`config.mk`:
```
export PLATFORM = sky130hd
export DESIGN_NAME = led_fade_driver
export DESIGN_NICKNAME = d
export VERILOG_FILES = /design/src/rtl/led_fade_driver.sv
export SDC_FILE = /design/constraint.sdc
export NUM_CORES = 1
export LEC_CHECK = 0
export ABC_CLOCK_PERIOD_IN_PS = 6710
export CAP_MARGIN = 20
export CORE_MARGIN = 2
export CORE_UTILIZATION = 35
export CTS_CLUSTER_DIAMETER = 200
export DETAILED_ROUTE_END_ITERATION = 10
export PLACE_DENSITY = 0.52
export SYNTH_ARGS = -nofsm -noshare
export SYNTH_HDL_FRONTEND = slang
export SYNTH_SLANG_ARGS = --single-unit
export TNS_END_PERCENT = 20
```
`constraint.sdc`:
```
create_clock -name clk_clk -period 6.71 [get_ports clk_clk]
set_clock_uncertainty 0.2 [all_clocks]
set_input_delay 1.342 -clock clk_clk [delete_from_list [all_inputs] [get_ports clk_clk]]
set_output_delay 1.342 -clock clk_clk [all_outputs]
set_load 0.02 [all_outputs]
```
`src/rtl/led_fade_driver.sv`:
```
// led_fade_driver
//  Sits right after the system PIO LED export. Each on/off request bit is
//  turned into a PWM-driven LED whose brightness ramps linearly towards
//  fully on or fully off, one level per step, instead of snapping.
//
//  Optional build macro: LED_FADE_GAMMA_EN
//    defined     -> duty = (level*level) >> PWM_BITS (square-law brightness)
//    not defined -> duty = level (linear brightness)
//  A level of MAX is always driven fully on in both builds.

module led_fade_driver #(
    parameter int N_LEDS   = 8,
    parameter int PWM_BITS = 8,
    parameter int PRESCALE = 196,
    parameter int STEP_DIV = 4
) (
    input  logic              clk_clk,
    input  logic              reset_reset_n,
    input  logic [N_LEDS-1:0] leds_in,
    input  logic              enable,
    output logic [N_LEDS-1:0] leds_out,
    output logic              busy,
    output logic              period_tick
);

    localparam int PRE_W  = (PRESCALE > 1) ? $clog2(PRESCALE) : 1;
    localparam int STEP_W = (STEP_DIV > 1) ? $clog2(STEP_DIV) : 1;

    localparam logic [PWM_BITS-1:0] MAX_LEVEL = '1;
    localparam logic [PRE_W-1:0]    PRE_LAST  = PRE_W'(PRESCALE - 1);
    localparam logic [STEP_W-1:0]   STEP_LAST = STEP_W'(STEP_DIV - 1);

    logic [N_LEDS-1:0]   req_q;
    logic [PRE_W-1:0]    pre_cnt;
    logic [PWM_BITS-1:0] pwm_cnt;
    logic [STEP_W-1:0]   step_cnt;
    logic [PWM_BITS-1:0] level [N_LEDS];
    logic [PWM_BITS-1:0] duty  [N_LEDS];

    logic                pwm_tick;
    logic                period_wrap;
    logic                step_pulse;
    logic [N_LEDS-1:0]   led_on;
    logic [N_LEDS-1:0]   at_target;

    // Capture the LED requests once; every decision below uses this copy.
    always_ff @(posedge clk_clk or negedge reset_reset_n) begin
        if (!reset_reset_n) begin
            req_q <= '0;
        end else begin
            req_q <= leds_in;
        end
    end

    // Timebase strobes: PWM count tick, period wrap and brightness step.
    always_comb begin
        pwm_tick    = enable && (pre_cnt == PRE_LAST);
        period_wrap = pwm_tick && (pwm_cnt == MAX_LEVEL);
        step_pulse  = period_wrap && (step_cnt == STEP_LAST);
    end

    // Prescaler, PWM counter and step divider; all parked at zero while disabled.
    always_ff @(posedge clk_clk or negedge reset_reset_n) begin
        if (!reset_reset_n) begin
            pre_cnt     <= '0;
            pwm_cnt     <= '0;
            step_cnt    <= '0;
            period_tick <= 1'b0;
        end else if (!enable) begin
            pre_cnt     <= '0;
            pwm_cnt     <= '0;
            step_cnt    <= '0;
            period_tick <= 1'b0;
        end else begin
            pre_cnt     <= pwm_tick ? '0 : pre_cnt + PRE_W'(1);
            period_tick <= period_wrap;
            if (pwm_tick) begin
                pwm_cnt <= pwm_cnt + PWM_BITS'(1);
            end
            if (period_wrap) begin
                step_cnt <= step_pulse ? '0 : step_cnt + STEP_W'(1);
            end
        end
    end

    // Move each channel level one step towards its target, saturating at 0 and MAX.
    always_ff @(posedge clk_clk or negedge reset_reset_n) begin
        if (!reset_reset_n) begin
            for (int i = 0; i < N_LEDS; i++) begin
                level[i] <= '0;
            end
        end else if (step_pulse) begin
            for (int i = 0; i < N_LEDS; i++) begin
                if (req_q[i] && (level[i] != MAX_LEVEL)) begin
                    level[i] <= level[i] + PWM_BITS'(1);
                end else if (!req_q[i] && (level[i] != '0)) begin
                    level[i] <= level[i] - PWM_BITS'(1);
                end
            end
        end
    end

    // Map level to duty, compare against the PWM counter and flag settled channels.
    always_comb begin
        led_on    = '0;
        at_target = '0;
        for (int i = 0; i < N_LEDS; i++) begin
`ifdef LED_FADE_GAMMA_EN
            duty[i] = PWM_BITS'(({{PWM_BITS{1'b0}}, level[i]} *
                                 {{PWM_BITS{1'b0}}, level[i]}) >> PWM_BITS);
`else
            duty[i] = level[i];
`endif
            led_on[i]    = (level[i] == MAX_LEVEL) || (duty[i] > pwm_cnt);
            at_target[i] = req_q[i] ? (level[i] == MAX_LEVEL) : (level[i] == '0);
        end
    end

    // Registered LED drive (blanked when disabled) and fade-in-progress flag.
    always_ff @(posedge clk_clk or negedge reset_reset_n) begin
        if (!reset_reset_n) begin
            leds_out <= '0;
            busy     <= 1'b0;
        end else begin
            leds_out <= enable ? led_on : '0;
            busy     <= |(~at_target);
        end
    end

endmodule

```
==> impl_metrics.toml, run 1 <==
[synth]
seq_area_frac_synth = 0.3301
synth_edf_count = 0
synth_seq_cells = 100
yosysWarnings = 0
yosysTopAreaCell = "dfrtp_1"
avgSynthCellArea_um2 = 9.302
synth_most_common_cell = "ha_1"
synth_cell_types = 45
netlist_area_um2 = 7581
synthTopCellsByArea = "dfrtp_1 33%, ha_1 19%, xnor2_1 6.5%"
syn-instance-count = 815
synth_fp_nets = 950
synth_top_area_frac = 0.3301
ys.flop_type = "dfrtp_1"
synth_async_sr_flop_share = 1.000
synth_commonest_cells = "116 x ha_1, 100 x dfrtp_1, 84 x nand2_1"

[power_and_ir_drop]
irDropWorstVdd_mv = 0.1179
p_leak_nw = 3.909
powerDensity_nw_per_um2 = 151.5

[clock_tree]
root_buffer = "clkbuf_16"
cts_num_sinks = 100
clkLatencyLatePin_ps = 360
clockBufferDepth = 2
post_cts_buffers = 0
htreeDepth = 3
cts_tree = "done"
postCtsResizedCells = 0
cts-buffers-inserted = 9
path_clk_slew_ps = 70
hold_buffers = 0

[final_layout]
utilization = 0.3986
drive_gt1_frac = 0.05556
antenna_cells = 0
syn2layout_area_growth_pct = 11.22
fin_nets = 976

[timing]
setup_ws_ps = 2828
hold_viol = 0
finalSetupViolCount = 0
setup_tns_ps = 0
rsz0062_at_grt = "false"
max_freq_ghz = 0.2576
max-slew-margin-rel = 0.3224
worstMarginPinSlew_ps = 1006
finalCriticalPeriod_ps = 3882
slew_viol_final = 0
layout_worst_path_cycle_share = 0.5785
hold_ws_ps = 293.1

[run_status]
status = "complete, no violations"

[floorplan]
initial_utilization = 0.3584
die_w_um = 151.2
core_area_um2 = 21150
ios = 21
dieArea_um2 = 22850
die_h_um = 151.2
rows = 53

[drt]
drtIter0Drc = 210
totalWireLength_um = 17050
via_per_inst = 5.125
wire_per_inst_um = 15.21
vias = 5745
firstDrtPassIters = 4
postRouteAntennaNets = 0
drc = 0

[worst_setup_path]
critical_path_class = "in2reg"
worstPathArrival_ps = 3930
worstPathRequired_ps = 6750
r2r-start = "pre_cnt[0]"
cp_max_fo = 27
startpoint_type = "input pin"
cp-end-kind = "register"
startpoint = "enable"

[min_path]
min_from = "pre_cnt[0]"
hold_path.class = "reg2reg"

[placed_design]
portBuffers = 20
dp_slack_ps = 2394
routabilityCongestion = 0.7469
dp_hpwl_um = 12320

[grt]
grt_max_degree = 54
gr-total-overflow = 0
grt_pass1_wl_um = 29010
track_usage = 0.1640
grt_pass1_vias = 5519
antenna_found_initial = 0

[run]
maxCapViolCount = 0
registers in the layout, indices dropped and copies added, names as in the netlist:
signal       count
busy             1
duty            64
leds_out         8
period_tick      1
pre_cnt          8
pwm_cnt          8
req_q            8
step_cnt         2
layout make-up:
type                       count  area, um^2
multi-input combinational    671        4895
timing repair buffer          27       245.2
inverter                      32       120.1
sequential                   100        2502
clock buffer                  11       242.7
clock inverter                 5       82.58
tap                          275       344.1
fill                        2061       12720
kinds of logic after synthesis:
kind of cell / Yosys count / synth area share
AO/OA/AOI/OAI: 180 / 0.1444
XOR/XNOR: 68 / 0.07856
adder cells (fa/ha/maj): 124 / 0.2126
buffers and inverters: 44 / 0.02426
flip-flops: 100 / 0.3301
multiplexers: 10 / 0.01469
AND/OR/NAND/NOR: 289 / 0.1954
layout by cell type (no fill, tap or decap), types with 4 or more instances in the layout:
cell and count:
a21boi_0 5, a21o_1 20, a21oi_1 52, and2_1 7, and3_1 6, buf_4 6
clkbuf_16 9, clkdlybuf4s50_1 19, dfrtp_1 100, fa_1 8, ha_1 116, inv_1 32
mux2_2 9, nand2_1 84, nand2b_1 5, nand3_1 29, nand4_1 32, nor2_1 53
nor2b_1 11, nor3_1 23, nor3_2 7, nor4_1 4, o211ai_1 5, o21a_1 8
o21ai_0 57, o21bai_1 13, o41ai_1 5, or4_1 17, xnor2_1 56, xor2_1 12
critical path, cell delays in order:
cell,delay (ps)
clkdlybuf4s50_1,450
buf_4,290
nand4_1,280
nor4_4,770
nand2_1,410
mux2_2,370
path summary, 6_finish.rpt:
path | to | slack, ps | depth (start not counted)
worst max-delay path | duty[41] | 2830 | 6
worst min-delay path | pre_cnt[0] | 290 | 1
worst max register to register | duty[41] | 3220 | 6
worst min register to register | pre_cnt[0] | 290 | 1
max in group asynchronous | duty[54] | 4360 | 2
min in group asynchronous | duty[33] | 810 | 1
metal layers:
layer | wire (um) | share of wire | GRT usage | vias up
met1 | 8974 | 0.53 | 0.2371 | 2651
met3 | 301 | 0.018 | 0.02470 | 16
li1 | - | - | - | 3034
met4 | 208 | 0.012 | 0.04159 | 0
met5 | 0 | 0 | 0 | -
met2 | 7566 | 0.44 | 0.2570 | 44
stage by stage:
step | instances | power [mW] | area, um^2
finish | 1121 | 1.277 | 8432
global route | 1121 | 1.334 | 8432
CTS | 1119 | 1.298 | 8422
detailed placement | 1103 | 0.7024 | 8097
global placement | 1103 | 0.7021 | 8097
floorplan | 815 | 0.6691 | 7581
power by group:
| group | internal, mW | leakage (nW) | switching, mW |
|---|---|---|---|
| sequential | 0.606 | 1.37 | 0.00493 |
| clock | 0.339 | 0.160 | 0.248 |
| combinational | 0.0299 | 2.38 | 0.0491 |
Power figures use the tool's default switching activity.
==> run 2: changes to the inputs <==
- ABC_CLOCK_PERIOD_IN_PS: 6710 -> 3300
- PLACE_DENSITY: 0.52 -> 0.54
- clock period: 6.71 -> 3.3 ns (I/O delays scaled with it)
==> run 2 against run 1 <==
Combinational power up 110%. Non-clock buffer count is 14 higher. Hold slack worse by 180 ps.
==> impl_metrics.toml, run 2 (synthesized netlist as in run 1, its figures left out) <==
[power_and_ir_drop]
switching_share = 0.2391
power.internal_mw = 1.874
comb_power_share = 0.067
irDropWorstVdd_mv = 0.2334
seq_power_share = 0.504
p_sw_mw = 0.5890
p_leak_nw = 3.974
clock_power_share = 0.428
powerDensity_nw_per_um2 = 288.8

[timing]
rsz0062_at_grt = "false"
hold_ws_ps = 113.1
layout_worst_path_cycle_share = 0.9071
max-slew-margin-rel = 0.6094
max_freq_ghz = 0.3341
setup_tns_ps = 0
hold_viol = 0
finalSetupViolCount = 0
finalCriticalPeriod_ps = 2993
slew_viol_final = 0
worstMarginPinSlew_ps = 586.0

[clock_tree]
postCtsResizedCells = 0
root_buffer = "clkbuf_16"
clockBufferDepth = 2
htreeDepth = 3
clkLatencyLatePin_ps = 360
hold_buffers = 0
cts-buffers-inserted = 9
cts_num_sinks = 100
cts_tree = "done"
path_clk_slew_ps = 70
post_cts_buffers = 0

[floorplan]
rows = 53
initial_utilization = 0.3584
ios = 21
core_area_um2 = 21150
die_w_um = 151.2
dieArea_um2 = 22850
die_h_um = 151.2

[drt]
vias = 5852
firstDrtPassIters = 4
totalWireLength_um = 17250
via_per_inst = 5.156
wire_per_inst_um = 15.19
drc = 0
postRouteAntennaNets = 0
drtIter0Drc = 210

[worst_setup_path]
reg2reg_to = "duty[49]"
worstPathArrival_ps = 3040
r2r_setup_slack_ps = 310
cp_max_fo = 11
worstPathRequired_ps = 3350
critical_path_class = "reg2reg"
r2r-start = "pre_cnt[0]"
cp-end-kind = "register"
crit_chain = "ha_1 > or3b_1 > or4_1 > buf_4 > nor4_4 > buf_4 > nand2_1 > mux2_2"
cp_slowest_cell = "or4_1"
path_buf_inv = 2
slowest_delay_ps = 450
crit_family = "simple AND/OR/NAND/NOR gates"
worstRegToRegCells = 8
crit_top_cell = "buf_4"
startpoint_type = "register"

[final_layout]
largest_reg_flops = 64
seqCellArea_um2 = 2502
drive_gt1_frac = 0.07093
antenna_cells = 0
multi_input_area_um2 = 4895
filler_cell_count = 2106
mostFrequentLayoutCell = "ha_1"
mostFrequentLayoutCells = "116 x ha_1, 100 x dfrtp_1, 84 x nand2_1"
utilization = 0.4033
syn2layout_area_growth_pct = 12.53
fin_nets = 990

[grt]
antenna_found_initial = 0
track_usage = 0.1661
grt_pass1_wl_um = 29590
grt_pass1_vias = 5760
gr-total-overflow = 0
grt_max_degree = 42

[run_status]
status = "complete, no violations"

[min_path]
hold_path.class = "in2async"

[run]
maxCapViolCount = 0

[placed_design]
dp_hpwl_um = 12670
routabilityCongestion = 0.7771
portBuffers = 20
==> run 2: cell types whose count changed in the layout (fill, tap and decap cells not counted) <==
cell       previous run  this run
clkinv_4              1         0
buf_2                 2         0
bufinv_16             2         0
clkinv_2              1         2
clkbuf_8              1         3
buf_4                 6        20
buf_12                0         2
==> run 2: cell type report <==
cell class              count  share of cell area
inverters                  32             0.01408
flip-flops and latches    100              0.2933
clock inverters             3            0.002200
clock buffers              13             0.03168
multi-input cells         671              0.5738
well taps                 275             0.04033
repair buffers             41             0.04459
==> run 2: metal layers <==
| metal | global-route usage | vias up | wire length, um |
|---|---|---|---|
| met5 | 0 | - | 0 |
| met4 | 0.03131 | 0 | 111 |
| met3 | 0.03133 | 8 | 440 |
| met2 | 0.2759 | 57 | 8137 |
| met1 | 0.2277 | 2740 | 8555 |
| li1 | - | 3047 | - |
==> run 2: worst max-delay path by stage <==
stage                from       end  slack, ps  cells after the start
2_1_floorplan  pre_cnt[0]  duty[63]        390                     10
3_3_place_gp   pre_cnt[0]  duty[49]        340                      8
3_5_place_dp   pre_cnt[0]  duty[49]        300                      8
4_1_cts        pre_cnt[0]  duty[49]        280                      8
5_1_grt          duty[17]  duty[23]         20                     10
6_report       pre_cnt[0]  duty[49]        310                      8
==> run 2: metrics by stage <==
step           power [mW]  area [um^2]  worst slack (ps)  std cells
4_1_cts             2.522         8531             276.9       1135
5_1_grt             2.599         8531             23.55       1135
2_1_floorplan       1.361         7581             390.8        815
3_5_place_dp        1.436         8242             298.6       1119
6_report            2.463         8531             306.7       1135
3_3_place_gp        1.435         8242             337.4       1119
==> run 2: power groups by stage <==
stage               combinational [mW]  clock [mW]  sequential [mW]
global route                     0.192        1.16             1.24
floorplan                       0.0970           0             1.26
global placement                 0.168           0             1.27
CTS                              0.170        1.11             1.24
finish                           0.166        1.05             1.24
detailed placement               0.170           0             1.27
==> run 3: changes to the inputs <==
- HOLD_SLACK_MARGIN: default -> 0.06
- RECOVER_POWER: default -> 25
==> run 3 against run 2 <==
First-iteration DRC count is 5.2% lower. Core utilization hardly changed. Clock power hardly changed. Final area is 0.12% lower. Largest cell class unchanged. Cell count stayed put. Setup slack hardly changed. Hold slack better by 180 ps.
==> impl_metrics.toml, run 3 (synthesized netlist as in run 1, its figures left out) <==
[worst_setup_path]
path_buf_inv = 2
crit_top_cell = "buf_4"
critical_path_class = "reg2reg"
cp-end-kind = "register"
cp_max_fo = 11
worstPathArrival_ps = 3040
cp_slowest_cell = "or4_1"
crit_family = "simple AND/OR/NAND/NOR gates"
startpoint_type = "register"
slowest_delay_ps = 450
crit_chain = "ha_1 > or3b_1 > or4_1 > buf_4 > nor4_4 > buf_4 > nand2_1 > mux2_2"
worstPathRequired_ps = 3350

[placed_design]
placedInstanceArea_um2 = 8242
routabilityCongestion = 0.7771
portBuffers = 20
dp_slack_ps = 298.6
dp_hpwl_um = 12670

[timing]
hold_viol = 0
finalSetupViolCount = 0
setup_tns_ps = 0
rsz0062_at_grt = "false"
worstMarginPinSlew_ps = 1423
layout_worst_path_cycle_share = 0.9071
finalCriticalPeriod_ps = 2993
max-slew-margin-rel = 0.05153
setup_ws_ps = 306.6
max_freq_ghz = 0.3341
slew_viol_final = 0

[final_layout]
antenna_cells = 0
drive_gt1_frac = 0.06977
fin_nets = 990
mostFrequentLayoutCells = "116 x ha_1, 100 x dfrtp_1, 84 x nand2_1"
mostFrequentLayoutCell = "ha_1"
largest_reg_flops = 64
utilization = 0.4028
fin_area_um2 = 8521
syn2layout_area_growth_pct = 12.39

[drt]
vias = 5850
drc = 0
postRouteAntennaNets = 0
firstDrtPassIters = 6
via_per_inst = 5.154
totalWireLength_um = 17250
drtIter0Drc = 199
wire_per_inst_um = 15.20

[floorplan]
die_w_um = 151.2
initial_utilization = 0.3584
die_h_um = 151.2
core_area_um2 = 21150
dieArea_um2 = 22850
ios = 21
rows = 53

[grt]
grt_max_degree = 42
antenna_found_initial = 0
grt_pass1_wl_um = 29590
track_usage = 0.1661
grt_pass1_vias = 5760
gr-total-overflow = 0

[power_and_ir_drop]
comb_power_share = 0.066
p_leak_nw = 3.979
switching_share = 0.2395
power.internal_mw = 1.871
p_total_mw = 2.460
irDropWorstVdd_mv = 0.2333
clock_power_share = 0.429
seq_power_share = 0.505
p_sw_mw = 0.5891
powerDensity_nw_per_um2 = 288.7

[clock_tree]
post_cts_buffers = 0
hold_buffers = 0
cts_tree = "done"
cts_num_sinks = 100
clockBufferDepth = 2
root_buffer = "clkbuf_16"
cts-buffers-inserted = 9
postCtsResizedCells = 0
htreeDepth = 3
path_clk_slew_ps = 70
clkLatencyLatePin_ps = 350

[run]
maxCapViolCount = 0

[run_status]
status = "complete, no violations"

[min_path]
hold_path.class = "reg2reg"
run 3: cell types whose count changed in the layout (fill, tap and decap cells not counted), sizes merged:
cell | before | now
buf | 22 | 20
clkdlybuf4s50 | 19 | 11
dlymetal6s4s | 0 | 1
dlygate4sd3 | 0 | 8
clkbuf | 13 | 14
run 3: final timing paths:
| path | startpoint | end | slack [ps] | cells after the start |
|---|---|---|---|---|
| setup / recovery | pre_cnt[0] | duty[49] | 310 | 8 |
| hold / removal | pre_cnt[0] | pre_cnt[0] | 290 | 1 |
| setup reg to reg | pre_cnt[0] | duty[49] | 310 | 8 |
| hold reg to reg | pre_cnt[0] | pre_cnt[0] | 290 | 1 |
| max in group asynchronous | reset_reset_n | pwm_cnt[2] | 590 | 2 |
| min in group asynchronous | reset_reset_n | duty[6] | 310 | 1 |
run 3: area by class of cell:
| cell class | count | area (um^2) |
|---|---|---|
| tap | 275 | 344.1 |
| clock inverter | 3 | 18.77 |
| timing repair buffer | 41 | 370.4 |
| inverter | 32 | 120.1 |
| fill | 2106 | 12630 |
| sequential | 100 | 2502 |
| clock buffer | 13 | 270.3 |
| multi-input combinational | 671 | 4895 |
run 3: metal layers:
metal  vias to the layer above  routed length (um)  GRT usage
met3                         8                 426    0.03133
li1                       3047                   -          -
met2                        60                8145     0.2759
met1                      2735                8558     0.2277
met5                         -                   0          0
met4                         0                 119    0.03131
run 3: power groups by stage:
stage                     registers (mW)  logic, mW  clock network, mW
after CTS                           1.24      0.170               1.11
after detailed placement            1.27      0.170                  0
after global placement              1.27      0.168                  0
final                               1.24      0.162               1.06
after floorplan                     1.26     0.0970                  0
after global routing                1.24      0.188               1.16
run 3: per-stage QoR:
| step | hold WS [ps] | instances |
|---|---|---|
| global route | 312.9 | 1135 |
| floorplan | 164.4 | 815 |
| CTS | 129.4 | 1135 |
| global placement | 275.1 | 1119 |
| detailed placement | 281.3 | 1119 |
| finish | 289.8 | 1135 |
